File: src/rtl/hazard_dispatcher.sv
// rtl/hazard_dispatcher.sv - dependency-aware dispatcher from one fetch stream to NUM_CORES in-order cores
module hazard_dispatcher #(
  parameter int NUM_CORES = 2,
  parameter int DEPTH     = 8,
  parameter int INSTR_W   = 32
) (
  input  logic                                   clk,
  input  logic                                   rst,
  input  logic [INSTR_W-1:0]                     in_instr,
  input  logic                                   in_valid,
  output logic                                   in_ready,
  output logic [NUM_CORES*INSTR_W-1:0]           out_instr,
  output logic [NUM_CORES-1:0]                   out_valid,
  input  logic [NUM_CORES-1:0]                   out_ready,
  input  logic [NUM_CORES-1:0]                   retire,
  output logic [NUM_CORES*$clog2(DEPTH+1)-1:0]   q_count
);

  localparam int CW = $clog2(DEPTH + 1);
  localparam int AW = $clog2(DEPTH);
  localparam int PW = (NUM_CORES > 1) ? $clog2(NUM_CORES) : 1;

  // Per-core circular queues.
  logic [INSTR_W-1:0] mem    [NUM_CORES][DEPTH];
  logic [AW-1:0]      rd_ptr [NUM_CORES];
  logic [AW-1:0]      wr_ptr [NUM_CORES];
  logic [CW-1:0]      cnt    [NUM_CORES];

  // In-flight register per core; only the operand keys matter once popped.
  logic [11:0]          infl_src [NUM_CORES];
  logic [11:0]          infl_dst [NUM_CORES];
  logic [NUM_CORES-1:0] infl_valid;

  logic [PW-1:0]        rr_ptr;

  logic [NUM_CORES-1:0] hit;
  logic [NUM_CORES-1:0] full;
  logic [NUM_CORES-1:0] pop;
  logic [NUM_CORES-1:0] push;
  logic [PW-1:0]        target;
  logic                 sel_ok;
  logic                 sel_nohit;
  logic                 accept;

  logic [11:0]          new_src;
  logic [11:0]          new_dst;

  function automatic logic [11:0] src_key(input logic [INSTR_W-1:0] x);
    return {x[23], x[10:0]};
  endfunction

  function automatic logic [11:0] dst_key(input logic [INSTR_W-1:0] x);
    return {x[22], x[21:11]};
  endfunction

  // RAW, WAR or WAW between the incoming instruction and one tracked entry.
  function automatic logic conflict(input logic [11:0] n_src, input logic [11:0] n_dst,
                                    input logic [11:0] e_src, input logic [11:0] e_dst);
    return (n_src == e_dst) || (n_dst == e_src) || (n_dst == e_dst);
  endfunction

  assign new_src = src_key(in_instr);
  assign new_dst = dst_key(in_instr);

  // Hazard scan of every live queue slot and in-flight register, using pre-edge state.
  always_comb begin
    logic [AW-1:0] off;
    hit = '0;
    off = '0;
    for (int c = 0; c < NUM_CORES; c++) begin
      for (int i = 0; i < DEPTH; i++) begin
        off = AW'(i) - rd_ptr[c];
        if ((CW'(off) < cnt[c]) &&
            conflict(new_src, new_dst, src_key(mem[c][i]), dst_key(mem[c][i]))) begin
          hit[c] = 1'b1;
        end
      end
      if (infl_valid[c] && conflict(new_src, new_dst, infl_src[c], infl_dst[c])) begin
        hit[c] = 1'b1;
      end
    end
  end

  // Target choice: single hit steers, multiple hits stall, no hit goes round-robin.
  always_comb begin
    int n_hits;
    int best_d;
    int d;
    logic hit_full;
    logic [PW-1:0] hit_idx;
    n_hits    = 0;
    best_d    = NUM_CORES;
    d         = 0;
    hit_full  = 1'b0;
    hit_idx   = '0;
    target    = '0;
    sel_ok    = 1'b0;
    sel_nohit = 1'b0;
    for (int c = 0; c < NUM_CORES; c++) begin
      full[c] = (cnt[c] == CW'(DEPTH));
    end
    for (int c = 0; c < NUM_CORES; c++) begin
      if (hit[c]) begin
        n_hits   = n_hits + 1;
        hit_idx  = PW'(c);
        hit_full = full[c];
      end
    end
    if (n_hits == 0) begin
      sel_nohit = 1'b1;
      for (int c = 0; c < NUM_CORES; c++) begin
        if (!full[c]) begin
          d = (c - int'(rr_ptr) + NUM_CORES) % NUM_CORES;
          if (d < best_d) begin
            best_d = d;
            target = PW'(c);
          end
        end
      end
      sel_ok = (best_d < NUM_CORES);
    end else if (n_hits == 1) begin
      target = hit_idx;
      sel_ok = !hit_full;
    end
  end

  assign in_ready = in_valid ? sel_ok : ~(&full);
  assign accept   = in_valid && sel_ok;

  // Per-core handshake decode and registered-state views on the outputs.
  always_comb begin
    out_instr = '0;
    q_count   = '0;
    for (int c = 0; c < NUM_CORES; c++) begin
      out_valid[c] = (cnt[c] != '0);
      pop[c]       = out_valid[c] && out_ready[c];
      push[c]      = accept && (target == PW'(c));
      if (out_valid[c]) begin
        out_instr[c*INSTR_W +: INSTR_W] = mem[c][rd_ptr[c]];
      end
      q_count[c*CW +: CW] = cnt[c];
    end
  end

  // Queue storage, pointers, counts, in-flight tracking and round-robin pointer.
  always_ff @(posedge clk) begin
    if (rst) begin
      for (int c = 0; c < NUM_CORES; c++) begin
        rd_ptr[c] <= '0;
        wr_ptr[c] <= '0;
        cnt[c]    <= '0;
      end
      infl_valid <= '0;
      rr_ptr     <= '0;
    end else begin
      for (int c = 0; c < NUM_CORES; c++) begin
        if (push[c]) begin
          mem[c][wr_ptr[c]] <= in_instr;
          wr_ptr[c]         <= wr_ptr[c] + 1'b1;
        end
        if (pop[c]) begin
          rd_ptr[c]     <= rd_ptr[c] + 1'b1;
          infl_src[c]   <= src_key(mem[c][rd_ptr[c]]);
          infl_dst[c]   <= dst_key(mem[c][rd_ptr[c]]);
          infl_valid[c] <= 1'b1;
        end else if (retire[c]) begin
          infl_valid[c] <= 1'b0;
        end
        if (push[c] && !pop[c]) begin
          cnt[c] <= cnt[c] + CW'(1);
        end else if (!push[c] && pop[c]) begin
          cnt[c] <= cnt[c] - CW'(1);
        end
      end
      if (accept && sel_nohit) begin
        rr_ptr <= (target == PW'(NUM_CORES - 1)) ? '0 : target + 1'b1;
      end
    end
  end

endmodule

File: config.mk
export PLATFORM = sky130hd
export DESIGN_NAME = hazard_dispatcher
export DESIGN_NICKNAME = d
export VERILOG_FILES = /design/src/rtl/hazard_dispatcher.sv
export SDC_FILE = /design/constraint.sdc
export NUM_CORES = 1
export LEC_CHECK = 0
export ABC_CLOCK_PERIOD_IN_PS = 9550
export BUFFER_PORTS_ARGS = -buffer_cell sky130_fd_sc_hd__buf_4
export CORE_MARGIN = 3
export CORE_UTILIZATION = 24
export DETAILED_ROUTE_END_ITERATION = 7
export PLACE_DENSITY = 0.49
export SLEW_MARGIN = 20
export SYNTH_ARGS = -nofsm -noshare
export SYNTH_HDL_FRONTEND = slang
export SYNTH_SLANG_ARGS = --single-unit
File: constraint.sdc
create_clock -name clk -period 9.55 [get_ports clk]
set_input_delay 0.955 -clock clk [delete_from_list [all_inputs] [get_ports clk]]
set_output_delay 0.955 -clock clk [all_outputs]
set_load 0.05 [all_outputs]
# == Word level (Yosys, flattened, before mapping) ==
# Memories as Yosys holds them, arrays and structs flattened.
# Cells that the tools add are included.
# word_totals
n_memories,6
mem_bits_rw,580
register_bits,3
out_inout_bits,75
input_bits,39
# memory_table
memory,depth,width,rd,rd_ports_with_merged_regs,write_ports,line,rtl
mem,2,256,2,0,1,24,logic [INSTR_W-1:0] mem [NUM_CORES][DEPTH];
infl_dst,2,12,2,0,2,31,logic [11:0] infl_dst [NUM_CORES];
infl_src,2,12,2,0,2,30,logic [11:0] infl_src [NUM_CORES];
cnt,2,4,2,0,2,27,logic [CW-1:0] cnt [NUM_CORES];
rd_ptr,2,3,2,0,2,25,logic [AW-1:0] rd_ptr [NUM_CORES];
wr_ptr,2,3,2,0,2,26,logic [AW-1:0] wr_ptr [NUM_CORES];
# op_classes
add_sub_neg,30
n_reduce_logical,78
n_eq_ne,57
n_mux,95
bitwise_logic,16
n_lt_le_gt_ge,25
# ops
cell,count
256-bit two-way mux,4
12-bit == test,54
32-bit two-way mux,15
256-bit OR reduction,1
32-bit binary-select mux with 3-bit select,2
32-bit demux with 3-bit select,2
3-bit by 4-bit less-than comparator with 1-bit output,16
1-bit two-way mux,64
1-bit logical OR,36
32-bit by 2-bit adder with 32-bit output (second input constant),1
32-bit by 2-bit == test with 1-bit output (second input constant),1
32-bit logical NOT,1
2-bit by 32-bit less-than comparator with 1-bit output,1
32-bit by 3-bit less-than comparator with 1-bit output (second input constant),1
1-bit logical AND,30
3-bit subtractor (first input constant),8
4-bit greater-or-equal comparator (second input constant),4
4-bit two-way mux,4
3-bit NOT with 4-bit output,4
3-bit by 1-bit adder with 3-bit output (second input constant),4
3-bit two-way mux,4
1-bit by 3-bit subtractor with 3-bit output (first input constant),4
2-bit by 3-bit subtractor with 3-bit output (first input constant),4
2-bit by 3-bit adder with 4-bit output (second input constant),2
14 further kinds,34

# == Longest topological paths before layout ==
# depth
word_depth,33
mapped_depth,29
mapped_depth_nobuf,26

# == Least setup slack after synthesis ==
# No wires, ideal clock.
# synth_path
kind,flip-flop to flip-flop
from,mem rd_ptr[0][3] (netlist bit)
to,mem mem[0][32] (netlist bit) (enable)
path_stages_with_launch,25
setup_time_ps,501
arrival_time_ps,7798
slack_ps,1251
path_buffers,4
synth_period_minus_slack_ps,8299
t_required_ps,9049
path_cell_list,edfxtp_1 buf_4 clkbuf_1 buf_1 inv_1 ha_1 xnor2_1 inv_1 ha_1 a21oi_1 a21oi_2 nor4_1 or4_4 nor4_4 nand2_2 inv_1 ha_1 inv_1 nor2_1 nand2_1 nand3_1 a2bb2oi_2 or2_1 buf_2 nor4_1
# synth_lines
element,line
start: declaration,25
end: declaration,24

==> impl_metrics.csv <==
group,metric,value,unit
outcome,outcome,"complete, no violations",
critical_path,crit_path_class,"flop to flop",
yosys,async_reset_ff_share,0,%
sta,timing_max_transition_violations_final,0,
layout,area_growth,15.4,%
clock_tree,cts_made_buffers,72,
placed_design,finalWeightedCongestion,0.803,
yosys,synth_top_cells_by_count,"sky130_fd_sc_hd__edfxtp_1 (580), sky130_fd_sc_hd__xor2_1 (434), sky130_fd_sc_hd__xnor2_1 (227)",
worst_hold_path,hold_path_class,"flop to flop",
yosys,yosysMostFrequentCell,"sky130_fd_sc_hd__edfxtp_1",
global_route,initial_antenna_violation_count,1,
floorplan,fp-row-count,131,
flow_run,max_cap_violations,0,
layout,n_fill_cell,13200,
critical_path,cp_num_buf_inv,4,
yosys,ys_dominant_reg_cell,"sky130_fd_sc_hd__edfxtp_1",
global_route,first_global_vias,19900,
layout,finalNetCount,2409,
route,routed-via-count,19200,
floorplan,die_height,366,um
global_route,maximum_number_of_pins_on_one_net_before_global_route_repair,60,
critical_path,critical_path.cell_chain,"buf_4, ha_1, xnor2_1, ha_1, a21oi_1, a21oi_1, a21oi_1, a2111o_1, a2111oi_4, nand2_2, inv_1, ha_1, inv_1, nor2_1, nand2_1, nand3_1, a2bb2oi_2, nor3_1, nand2_1, nor3b_2, buf_4",
clock_tree,cts_buffer_depth,3,
critical_path,setup.worst_path.start_class,"flop",
layout,fin_util,28.0,%
sta,worst_slew_pin_slew,1040,ps
floorplan,io_pins,114,
clock_tree,cts-htree-levels,3,
clock_tree,cts_root_buf,"sky130_fd_sc_hd__clkbuf_16",
power,cellLeakagePower,11.8,nW
yosys,mappedNetlistNets,2302,
sta,finalWorstPathRequiredPeriod,6630,ps
critical_path,critPathArrivalTime,6880,ps
sta,timing.fmax,0.151,GHz
yosys,yosysTopAreaCell,"sky130_fd_sc_hd__edfxtp_1",
clock_tree,cts.repair_timing.setup_buffer_count,0,
yosys,distinct_cells_synth,61,
sta,hold_viol,0,
clock_tree,cts_resized,0,
sta,setup_violations,0,
clock_tree,hold_buffers,0,
power,pwr_density_cell,254,nW/um2
critical_path,cp_data_required_time,9800,ps
clock_tree,tritoncts,"yes",
floorplan,initial_utilization,24.3,%
route,post-route-drc-count,0,
route,first_pass_iters,7,
critical_path,crit_path_top_delay_cell,"sky130_fd_sc_hd__nor3b_2",
yosys,netlist.area_leader.share,56.0,%
clock_tree,clk_pin_slew_worst_paths,60,ps
clock_tree,worst_skew_pair.late_latency,630,ps
yosys,yosysWarningCount,0,
power,peakVddDrop,0.156,mV
yosys,avgSynthCellArea,14.0,um2
route,drt-wirelength-per-cell,25.5,um
floorplan,die_width,366,um
sta,tns,0,ps
layout,post_route_cells_drive_above_1_share,17.6,%
clock_tree,cts.sink_count,583,
route,avgViaCountPerCell,4.66,
critical_path,critical_path.endpoint_type,"flop",
global_route,grt_use_total,15.3,%
critical_path,worstPathMaxFanout,59,
route,postRouteAntennaNets,0,
sta,slew_headroom,30.3,%
placed_design,io_buffer_count,113,
yosys,synth_edf_count,580,
critical_path,path_delay_family,"simple AND/OR/NAND/NOR gates",
yosys,synth.ff_latch_count,583,
sta,finalCritPeriodShare,69.4,%
sta,rsz0062_at_grt,"false",
yosys,syn-cell-area,31100,um2
yosys,seq_area_frac_synth,56.2,%
route,totalWireLength,105000,um
global_route,overflow,0,
yosys,syn_inst,2226,
route,first_iter_violations,1878,
yosys,netlist_top_cells_area,"sky130_fd_sc_hd__edfxtp_1 (56%), sky130_fd_sc_hd__xor2_1 (12%), sky130_fd_sc_hd__mux4_2 (9.3%)",
floorplan,fp.dieArea,134000,um2
floorplan,core,128000,um2
sta,fin_worst_skew,36.6,ps
critical_path,cp_slowest_stage_delay,760,ps
global_route,grt_pass1_wl,150000,um
placed_design,hpwlAfterDp,69100,um
-- cell usage in the layout, fill, tap and decap left out, drive strengths merged, types with 18 or more instances in the layout --
master,Yosys,layout
edfxtp,580,580
inv,33,35
nor4,123,123
clkinv,1,28
nor3,18,18
clkbuf,35,93
nand3,52,52
nand2,202,202
buf,93,161
nand4,56,56
xnor2,227,227
xor2,434,434
nor2,28,28
mux4,128,128
a21oi,107,107
ha,36,36
-- final cells by class --
type / count / area, um2 / share of cell area [%]
Antenna cell: 1 / 2.50 / 0.00697
Clock buffer: 93 / 1940 / 5.41
Tap cell: 1729 / 2160 / 6.02
Multi-Input combinational cell: 1481 / 12700 / 35.4
Sequential cell: 583 / 17500 / 48.7
Timing Repair Buffer: 161 / 1210 / 3.37
Clock inverter: 33 / 265 / 0.739
Inverter: 34 / 128 / 0.355
-- through the flow --
step | hold WS [ps] | setup WS [ps] | area [um2] | instances | power (mW)
6_report | 458 | 2920 | 35900 | 4115 | 9.13
4_1_cts | 460 | 2840 | 35900 | 4114 | 9.26
3_5_place_dp | 451 | 2650 | 33700 | 3988 | 6.60
5_1_grt | 499 | 2380 | 35900 | 4114 | 9.52
3_3_place_gp | 488 | 2630 | 33700 | 3988 | 6.60
2_1_floorplan | 436 | 1250 | 31100 | 2226 | 5.42
-- worst paths after layout --
check,from,end,slack [ps],cells after the start
max,rd_ptr[0][4],mem[0][135],2920,21
min,rr_ptr,rr_ptr,460,2
max reg2reg,rd_ptr[0][4],mem[0][135],2920,21
min reg2reg,rr_ptr,rr_ptr,460,2
-- worst min-delay path, delay by kind of cell, from the launching register on --
family	cells	cell delay, ps
flops	1	310
simple gates	1	50
compound gates	1	50
-- sequential cells by signal (all words and copies together), names as in the netlist --
register    count
cnt             8
rd_ptr          6
infl_src       24
infl_valid      2
rr_ptr          1
mem           512
wr_ptr          6
infl_dst       24
-- layer usage --
layer | global-route usage (%) | up-vias | wire [um] | share of wire (%)
met3 | 2.08 | 149 | 4830 | 4.6
li1 | - | 8448 | - | -
met2 | 26.6 | 574 | 52700 | 50
met1 | 20.0 | 10000 | 45000 | 43
met4 | 3.86 | 0 | 2550 | 2.4
met5 | 0 | - | 0 | 0
-- power by group --
group          switching, mW  total [mW]  internal, mW
sequential             0.116        3.10          2.98
clock                   1.10        2.64          1.54
combinational           2.31        3.39          1.09
-- logic make-up after synthesis --
kind of cell | after synthesis | share of synthesized area [%]
AO/OA/AOI/OAI | 140 | 2.67
XOR/XNOR | 661 | 18.6
adder cells (fa/ha/maj) | 37 | 1.51
buffers and inverters | 162 | 3.21
flip-flops | 583 | 56.2
multiplexers | 129 | 9.30
AND/OR/NAND/NOR | 514 | 8.53
(Power assumes the default switching activity.)
